<file path="config.mk">
export PLATFORM = sky130hd
export DESIGN_NAME = whac_a_mole_game_fsm_flat
export DESIGN_NICKNAME = d
export VERILOG_FILES = /design/src/rtl/whac_a_mole_game_fsm_if.sv /design/src/rtl/whac_a_mole_game_fsm.sv /design/src/flat_wrapper.sv
export SDC_FILE = /design/constraint.sdc
export NUM_CORES = 1
export LEC_CHECK = 0
export ABC_AREA = 1
export CAP_MARGIN = 5
export CORE_MARGIN = 5
export CORE_UTILIZATION = 51
export CTS_CLUSTER_SIZE = 12
export DETAILED_ROUTE_END_ITERATION = 16
export PLACE_DENSITY = 0.88
export SLEW_MARGIN = 25
export SYNTH_ARGS = -nofsm -noshare
export SYNTH_HDL_FRONTEND = slang
export SYNTH_SLANG_ARGS = --single-unit
</file>
<file path="constraint.sdc">
create_clock -name clk -period 8.27 [get_ports clk]
set_input_delay 1.654 -clock clk [delete_from_list [all_inputs] [get_ports clk]]
set_output_delay 1.654 -clock clk [all_outputs]
set_load 0.05 [all_outputs]
</file>
<file path="src/rtl/whac_a_mole_game_fsm_if.sv">
// Signal bundle between the Whac-A-Mole game controller and its surroundings
// (RNG/LED driver, response timer, user switches and keys).
interface whac_a_mole_game_fsm_if #(
    parameter int POINTS_W = 16
);
    logic                start_button_pressed;
    logic                timeout;
    logic                reset_button_pressed;
    logic                rng_ready;
    logic [17:0]         toggle_switches;
    logic [3:0]          key_switches;
    logic [17:0]         led_number;
    logic [2:0]          level_select;
    logic                ledx;
    logic                ready_for_mole;
    logic                timeout_start;
    logic [POINTS_W-1:0] points;

    modport master (
        output start_button_pressed, timeout, reset_button_pressed, rng_ready,
               toggle_switches, key_switches, led_number,
        input  level_select, ledx, ready_for_mole, timeout_start, points
    );

    modport slave (
        input  start_button_pressed, timeout, reset_button_pressed, rng_ready,
               toggle_switches, key_switches, led_number,
        output level_select, ledx, ready_for_mole, timeout_start, points
    );
endinterface

</file>
<file path="src/rtl/whac_a_mole_game_fsm.sv">
// Whac-A-Mole game controller: sequences start, mole arming, hit/miss
// detection and streak-weighted scoring; decodes the difficulty level keys.
module whac_a_mole_game_fsm #(
    parameter int POINTS_W    = 16,
    parameter int STREAK_W    = 8,
    parameter int BASE_POINTS = 10
) (
    input  logic                   clk,
    input  logic                   rst_n,
    whac_a_mole_game_fsm_if.slave  game
);
    typedef enum logic [2:0] {
        S0_IDLE          = 3'd0,
        S1_CHOOSE_MOLE   = 3'd1,
        S2_WAIT_FOR_HIT  = 3'd2,
        S3_HIT           = 3'd3,
        S4_MISS          = 3'd4
    } state_t;

    localparam int MULT_W = STREAK_W + 3;
    localparam int SUM_W  = POINTS_W + MULT_W + 16;
    localparam logic [POINTS_W-1:0] POINTS_MAX = '1;
    localparam logic [STREAK_W-1:0] STREAK_MAX = '1;

    state_t                current_state;
    logic [POINTS_W-1:0]   points_reg;
    logic [POINTS_W-1:0]   points_next;
    logic [STREAK_W-1:0]   streak_reg;
    logic [STREAK_W-1:0]   streak_next;
    logic [STREAK_W-1:0]   streak_div;
    logic [2:0]            level_select;
    logic [2:0]            level_base;
    logic [MULT_W-1:0]     multiplier;
    logic [SUM_W-1:0]      points_sum;
    logic [17:0]           hit_bits;
    logic                  switchx;

    always_comb begin
        level_select = 3'b000;
        case (game.key_switches)
            4'b0001: level_select = 3'b000;
            4'b0010: level_select = 3'b001;
            4'b0100: level_select = 3'b010;
            4'b1000: level_select = 3'b100;
            default: level_select = 3'b000;
        endcase
    end

    always_comb begin
        level_base = 3'd0;
        case (level_select)
            3'b001:  level_base = 3'd1;
            3'b010:  level_base = 3'd3;
            3'b100:  level_base = 3'd5;
            default: level_base = 3'd0;
        endcase
    end

    // A hit is any lit mole whose matching toggle switch is up.
    for (genvar gi = 0; gi < 18; gi++) begin : g_hit
        assign hit_bits[gi] = game.toggle_switches[gi] & game.led_number[gi];
    end
    assign switchx = |hit_bits;

    // Bonus only kicks in once five hits in a row have been landed.
    assign streak_div  = streak_reg / STREAK_W'(5);
    assign multiplier  = (streak_reg < STREAK_W'(5)) ? MULT_W'(1)
                       : MULT_W'(level_base) + MULT_W'(streak_div);
    assign points_sum  = SUM_W'(points_reg) + SUM_W'(BASE_POINTS) * SUM_W'(multiplier);
    assign points_next = (points_sum > SUM_W'(POINTS_MAX)) ? POINTS_MAX
                       : points_sum[POINTS_W-1:0];
    assign streak_next = (streak_reg == STREAK_MAX) ? streak_reg : streak_reg + 1'b1;

    always_ff @(posedge clk or negedge rst_n) begin
        if (!rst_n) begin
            current_state <= S0_IDLE;
            points_reg    <= '0;
            streak_reg    <= '0;
        end else begin
            case (current_state)
                S0_IDLE: begin
                    points_reg <= '0;
                    streak_reg <= '0;
                    if (game.start_button_pressed)
                        current_state <= S1_CHOOSE_MOLE;
                end
                S1_CHOOSE_MOLE: begin
                    if (game.reset_button_pressed) begin
                        current_state <= S0_IDLE;
                        points_reg    <= '0;
                        streak_reg    <= '0;
                    end else if (game.rng_ready) begin
                        current_state <= S2_WAIT_FOR_HIT;
                    end
                end
                S2_WAIT_FOR_HIT: begin
                    // A hit landing on the same cycle the window closes still counts.
                    if (game.reset_button_pressed) begin
                        current_state <= S0_IDLE;
                        points_reg    <= '0;
                        streak_reg    <= '0;
                    end else if (switchx) begin
                        current_state <= S3_HIT;
                        points_reg    <= points_next;
                        streak_reg    <= streak_next;
                    end else if (!game.timeout) begin
                        current_state <= S4_MISS;
                        streak_reg    <= '0;
                    end
                end
                S3_HIT, S4_MISS: begin
                    if (game.reset_button_pressed) begin
                        current_state <= S0_IDLE;
                        points_reg    <= '0;
                        streak_reg    <= '0;
                    end else begin
                        current_state <= S1_CHOOSE_MOLE;
                    end
                end
                default: begin
                    current_state <= S0_IDLE;
                    points_reg    <= '0;
                    streak_reg    <= '0;
                end
            endcase
        end
    end

    assign game.ready_for_mole = (current_state == S1_CHOOSE_MOLE);
    assign game.ledx           = (current_state == S2_WAIT_FOR_HIT);
    assign game.timeout_start  = (current_state == S2_WAIT_FOR_HIT);
    assign game.level_select   = level_select;
    assign game.points         = points_reg;
endmodule

</file>
<file path="src/flat_wrapper.sv">
// flat-port wrapper written by rule: the top's interface ports become plain ports
module whac_a_mole_game_fsm_flat 
#(
    parameter int POINTS_W    = 16,
    parameter int STREAK_W    = 8,
    parameter int BASE_POINTS = 10
)
  (clk, rst_n, game_start_button_pressed, game_timeout, game_reset_button_pressed, game_rng_ready, game_toggle_switches, game_key_switches, game_led_number, game_level_select, game_ledx, game_ready_for_mole, game_timeout_start, game_points);
  whac_a_mole_game_fsm_if #(.POINTS_W(POINTS_W)) game_i ();
  input  logic clk;
  input  logic rst_n;
  input wire logic [$bits(game_i.start_button_pressed)-1:0] game_start_button_pressed;
  input wire logic [$bits(game_i.timeout)-1:0] game_timeout;
  input wire logic [$bits(game_i.reset_button_pressed)-1:0] game_reset_button_pressed;
  input wire logic [$bits(game_i.rng_ready)-1:0] game_rng_ready;
  input wire logic [$bits(game_i.toggle_switches)-1:0] game_toggle_switches;
  input wire logic [$bits(game_i.key_switches)-1:0] game_key_switches;
  input wire logic [$bits(game_i.led_number)-1:0] game_led_number;
  output wire logic [$bits(game_i.level_select)-1:0] game_level_select;
  output wire logic [$bits(game_i.ledx)-1:0] game_ledx;
  output wire logic [$bits(game_i.ready_for_mole)-1:0] game_ready_for_mole;
  output wire logic [$bits(game_i.timeout_start)-1:0] game_timeout_start;
  output wire logic [$bits(game_i.points)-1:0] game_points;
  assign game_i.start_button_pressed = game_start_button_pressed;
  assign game_i.timeout = game_timeout;
  assign game_i.reset_button_pressed = game_reset_button_pressed;
  assign game_i.rng_ready = game_rng_ready;
  assign game_i.toggle_switches = game_toggle_switches;
  assign game_i.key_switches = game_key_switches;
  assign game_i.led_number = game_led_number;
  assign game_level_select = game_i.level_select;
  assign game_ledx = game_i.ledx;
  assign game_ready_for_mole = game_i.ready_for_mole;
  assign game_timeout_start = game_i.timeout_start;
  assign game_points = game_i.points;
  whac_a_mole_game_fsm #(.POINTS_W(POINTS_W), .STREAK_W(STREAK_W), .BASE_POINTS(BASE_POINTS)) u_core (.clk(clk), .rst_n(rst_n), .game(game_i));
endmodule
</file>
==> impl_metrics.json, run 1 <==
{
  "htree_levels": 1,
  "fin_tns_setup_ns": 0,
  "die-area_um2": 7280,
  "worstReg2RegEnd": "u_core.game.points[13]",
  "period_share": 0.857,
  "cts.clk_slew.worst_paths_ns": 0.09,
  "cts_tree": "done",
  "ant_nets": 0,
  "drt_iter0_drc": 151,
  "die_y_um": 85.3,
  "critPathMaxFanout": 11,
  "critical_path.endpoint_type": "flip-flop",
  "cts_resized": 0,
  "area_delta_synth_final_pct": 27.9,
  "io_pins": 68,
  "wirelength_mm": 7.32,
  "tightest_slew_ns": 0.660,
  "antenna_found_initial": 0,
  "clk_latency_ns": 0.27,
  "synth_top_area_frac": 0.234,
  "powerDensity_nw_per_um2": 109,
  "yosysUniqueCellTypes": 42,
  "holdPathStages": 2,
  "status": "complete, no violations",
  "dpl.cell_count": 562,
  "firstDrtPassIters": 4,
  "drive_gt1_frac": 0.0891,
  "synth_area_um2": 2890,
  "synth_cells": 424,
  "hold_violations": 0,
  "cts.sinks": 27,
  "fmax_mhz": 141,
  "largest_register_ffs": 16,
  "crit_path_start_kind": "flip-flop",
  "synth_edf_count": 0,
  "grt_pass1_wl_mm": 12.7,
  "die_x_um": 85.3,
  "worst-endpoint-arrival_ns": 7.29,
  "overflow": 0,
  "cp-endpoint": "u_core.game.points[13]",
  "grt_max_degree": 28,
  "yosysWarnings": 0,
  "slew_headroom": 0.556,
  "cts_root_buf": "clkbuf_8",
  "drc": 0,
  "critPathLaunch": "u_core.streak_reg[7]",
  "synth_top_cells_by_count": "103 x nand2_1, 58 x inv_1, 37 x nor2_1, 28 x ha_1, 28 x nand3_1",
  "power.leakage_nw": 1.97,
  "rr_worst_depth": 48,
  "rsz0062_at_grt": "no",
  "ys_async_sr_fraction": 1.00,
  "syn_avg_cell_area_um2": 6.82,
  "synth_most_common_cell": "nand2_1",
  "r2r-start": "u_core.streak_reg[7]",
  "synth_area_leaders": "dfrtp_1 23%, nand2_1 13%, ha_1 12%",
  "initial_core_util": 0.525,
  "finalSetupViolations": 0,
  "place_hpwl_mm": 6.10,
  "row_count": 27,
  "synth_top_area_cell": "dfrtp_1",
  "criticalPathCategory": "flip-flop to flip-flop",
  "grt_pass1_vias": 2995,
  "instances_no_fill": 566,
  "ys_seq_area_frac": 0.234,
  "ir_drop_mv": 0.100,
  "place_congestion": 0.818,
  "cts_setup_buffers": 0,
  "hold_class": "flip-flop to flip-flop",
  "numCtsBuffers": 3,
  "ys_dominant_reg_cell": "dfrtp_1",
  "via_count": 2996,
  "cp_slowest_stage_delay_ns": 0.50,
  "final_max_slew_viol_count": 0,
  "globalRouteTotalUtil": 0.207,
  "ys_ff_latch": 27,
  "via_per_inst": 5.29,
  "critPathMostFrequentCell": "nand2_1",
  "nets": 572,
  "drv_cap": 0,
  "antenna_cells": 0,
  "fin_skew_ns": 0.00423,
  "r2r_slack_ns": 1.18,
  "required_ns": 8.47,
  "numPortBuffers": 67,
  "hold_buffers": 0,
  "core_area_um2": 5510,
  "wire_per_inst_um": 12.9,
  "clockBufferDepth": 2,
  "min_period_ns": 7.09,
  "crit_path_top_delay_cell": "nor2_1"
}
[through the flow]
| stage | setup WS [ns] | power, W | utilization | instance area (um^2) | hold slack [ns] |
|---|---|---|---|---|---|
| 6_report | 1.18 | 0.000402 | 0.671 | 3700 | 0.535 |
| 4_1_cts | 1.16 | 0.000406 | 0.671 | 3700 | 0.536 |
| 3_3_place_gp | 1.52 | 0.000325 | 0.663 | 3650 | 0.508 |
| 2_1_floorplan | 1.32 | 0.000263 | - | 2900 | 0.564 |
| 5_1_grt | 0.511 | 0.000433 | 0.671 | 3700 | 0.571 |
| 3_5_place_dp | 1.16 | 0.000329 | 0.663 | 3650 | 0.511 |
[kinds of logic after synthesis]
group	synth area share
simple gates	0.354
buf+inv	0.0948
compound gates	0.144
fa+ha+maj	0.142
flops	0.234
xor+xnor	0.0303
other cells	0.00130
[metal layers]
layer	track usage	wire length, um	vias up
li1	-	-	1524
met1	0.249	3160	1334
met2	0.362	3410	126
met3	0.0379	574	12
met4	0.0806	182	0
met5	0	0	-
[report_power, final]
part           total (W)  switching (W)  internal (W)  leakage, nW
clock          0.0000753      0.0000415     0.0000338       0.0255
sequential      0.000149     0.00000819      0.000141        0.374
combinational   0.000178       0.000112     0.0000654         1.57
total           0.000402       0.000162      0.000240         1.97
[worst max-delay path, delay by kind of cell (launching register included)]
kind                       cells  cell delay (ns)
and+or+nand+nor               30             3.45
adders and majority gates      5             1.48
AOI/OAI and AO/OA              6             0.94
buffers and inverters          6             0.49
DFF                            1             0.48
xor gates and xnor gates       1             0.15
[cells in the final DEF, fill, tap and decap left out, types with 8 or more instances in the layout]
cell type,instances
nand2_2,11
nor3_1,10
clkdlybuf4s50_1,67
nand2_1,103
inv_1,58
nand2_4,8
nor2_1,37
ha_1,28
o21ai_0,24
dfrtp_1,27
nand3_1,28
a21oi_1,23
[worst min-delay path by stage]
stage / startpoint / end / slack (ns)
final: u_core.game.points[1] / u_core.game.points[1] / 0.54
after global routing: u_core.game.points[6] / u_core.game.points[6] / 0.57
after floorplan: u_core.streak_reg[2] / u_core.streak_reg[2] / 0.56
after global placement: u_core.game.points[1] / u_core.game.points[1] / 0.51
after detailed placement: u_core.game.points[1] / u_core.game.points[1] / 0.51
after CTS: u_core.game.points[1] / u_core.game.points[1] / 0.54
[layout make-up]
type	count	area [um^2]
clock buffer	3	41.3
timing repair buffer	69	686
multi-input combinational	327	1950
inverter	67	254
tap	72	90.1
clock inverter	1	5.00
fill	492	1810
sequential	27	676
(Power assumes the default switching activity.)
==> run 2, diff against run 1 <==
- HOLD_SLACK_MARGIN: not set -> 0.03
==> results of run 2 <==
No change in the layout: final DEF, timing and power equal those of run 1.
==> run 3, diff against run 2 <==
- SLEW_MARGIN: 25 -> 20
==> results of run 3 <==
No change in the layout: final DEF, timing and power equal those of run 1.
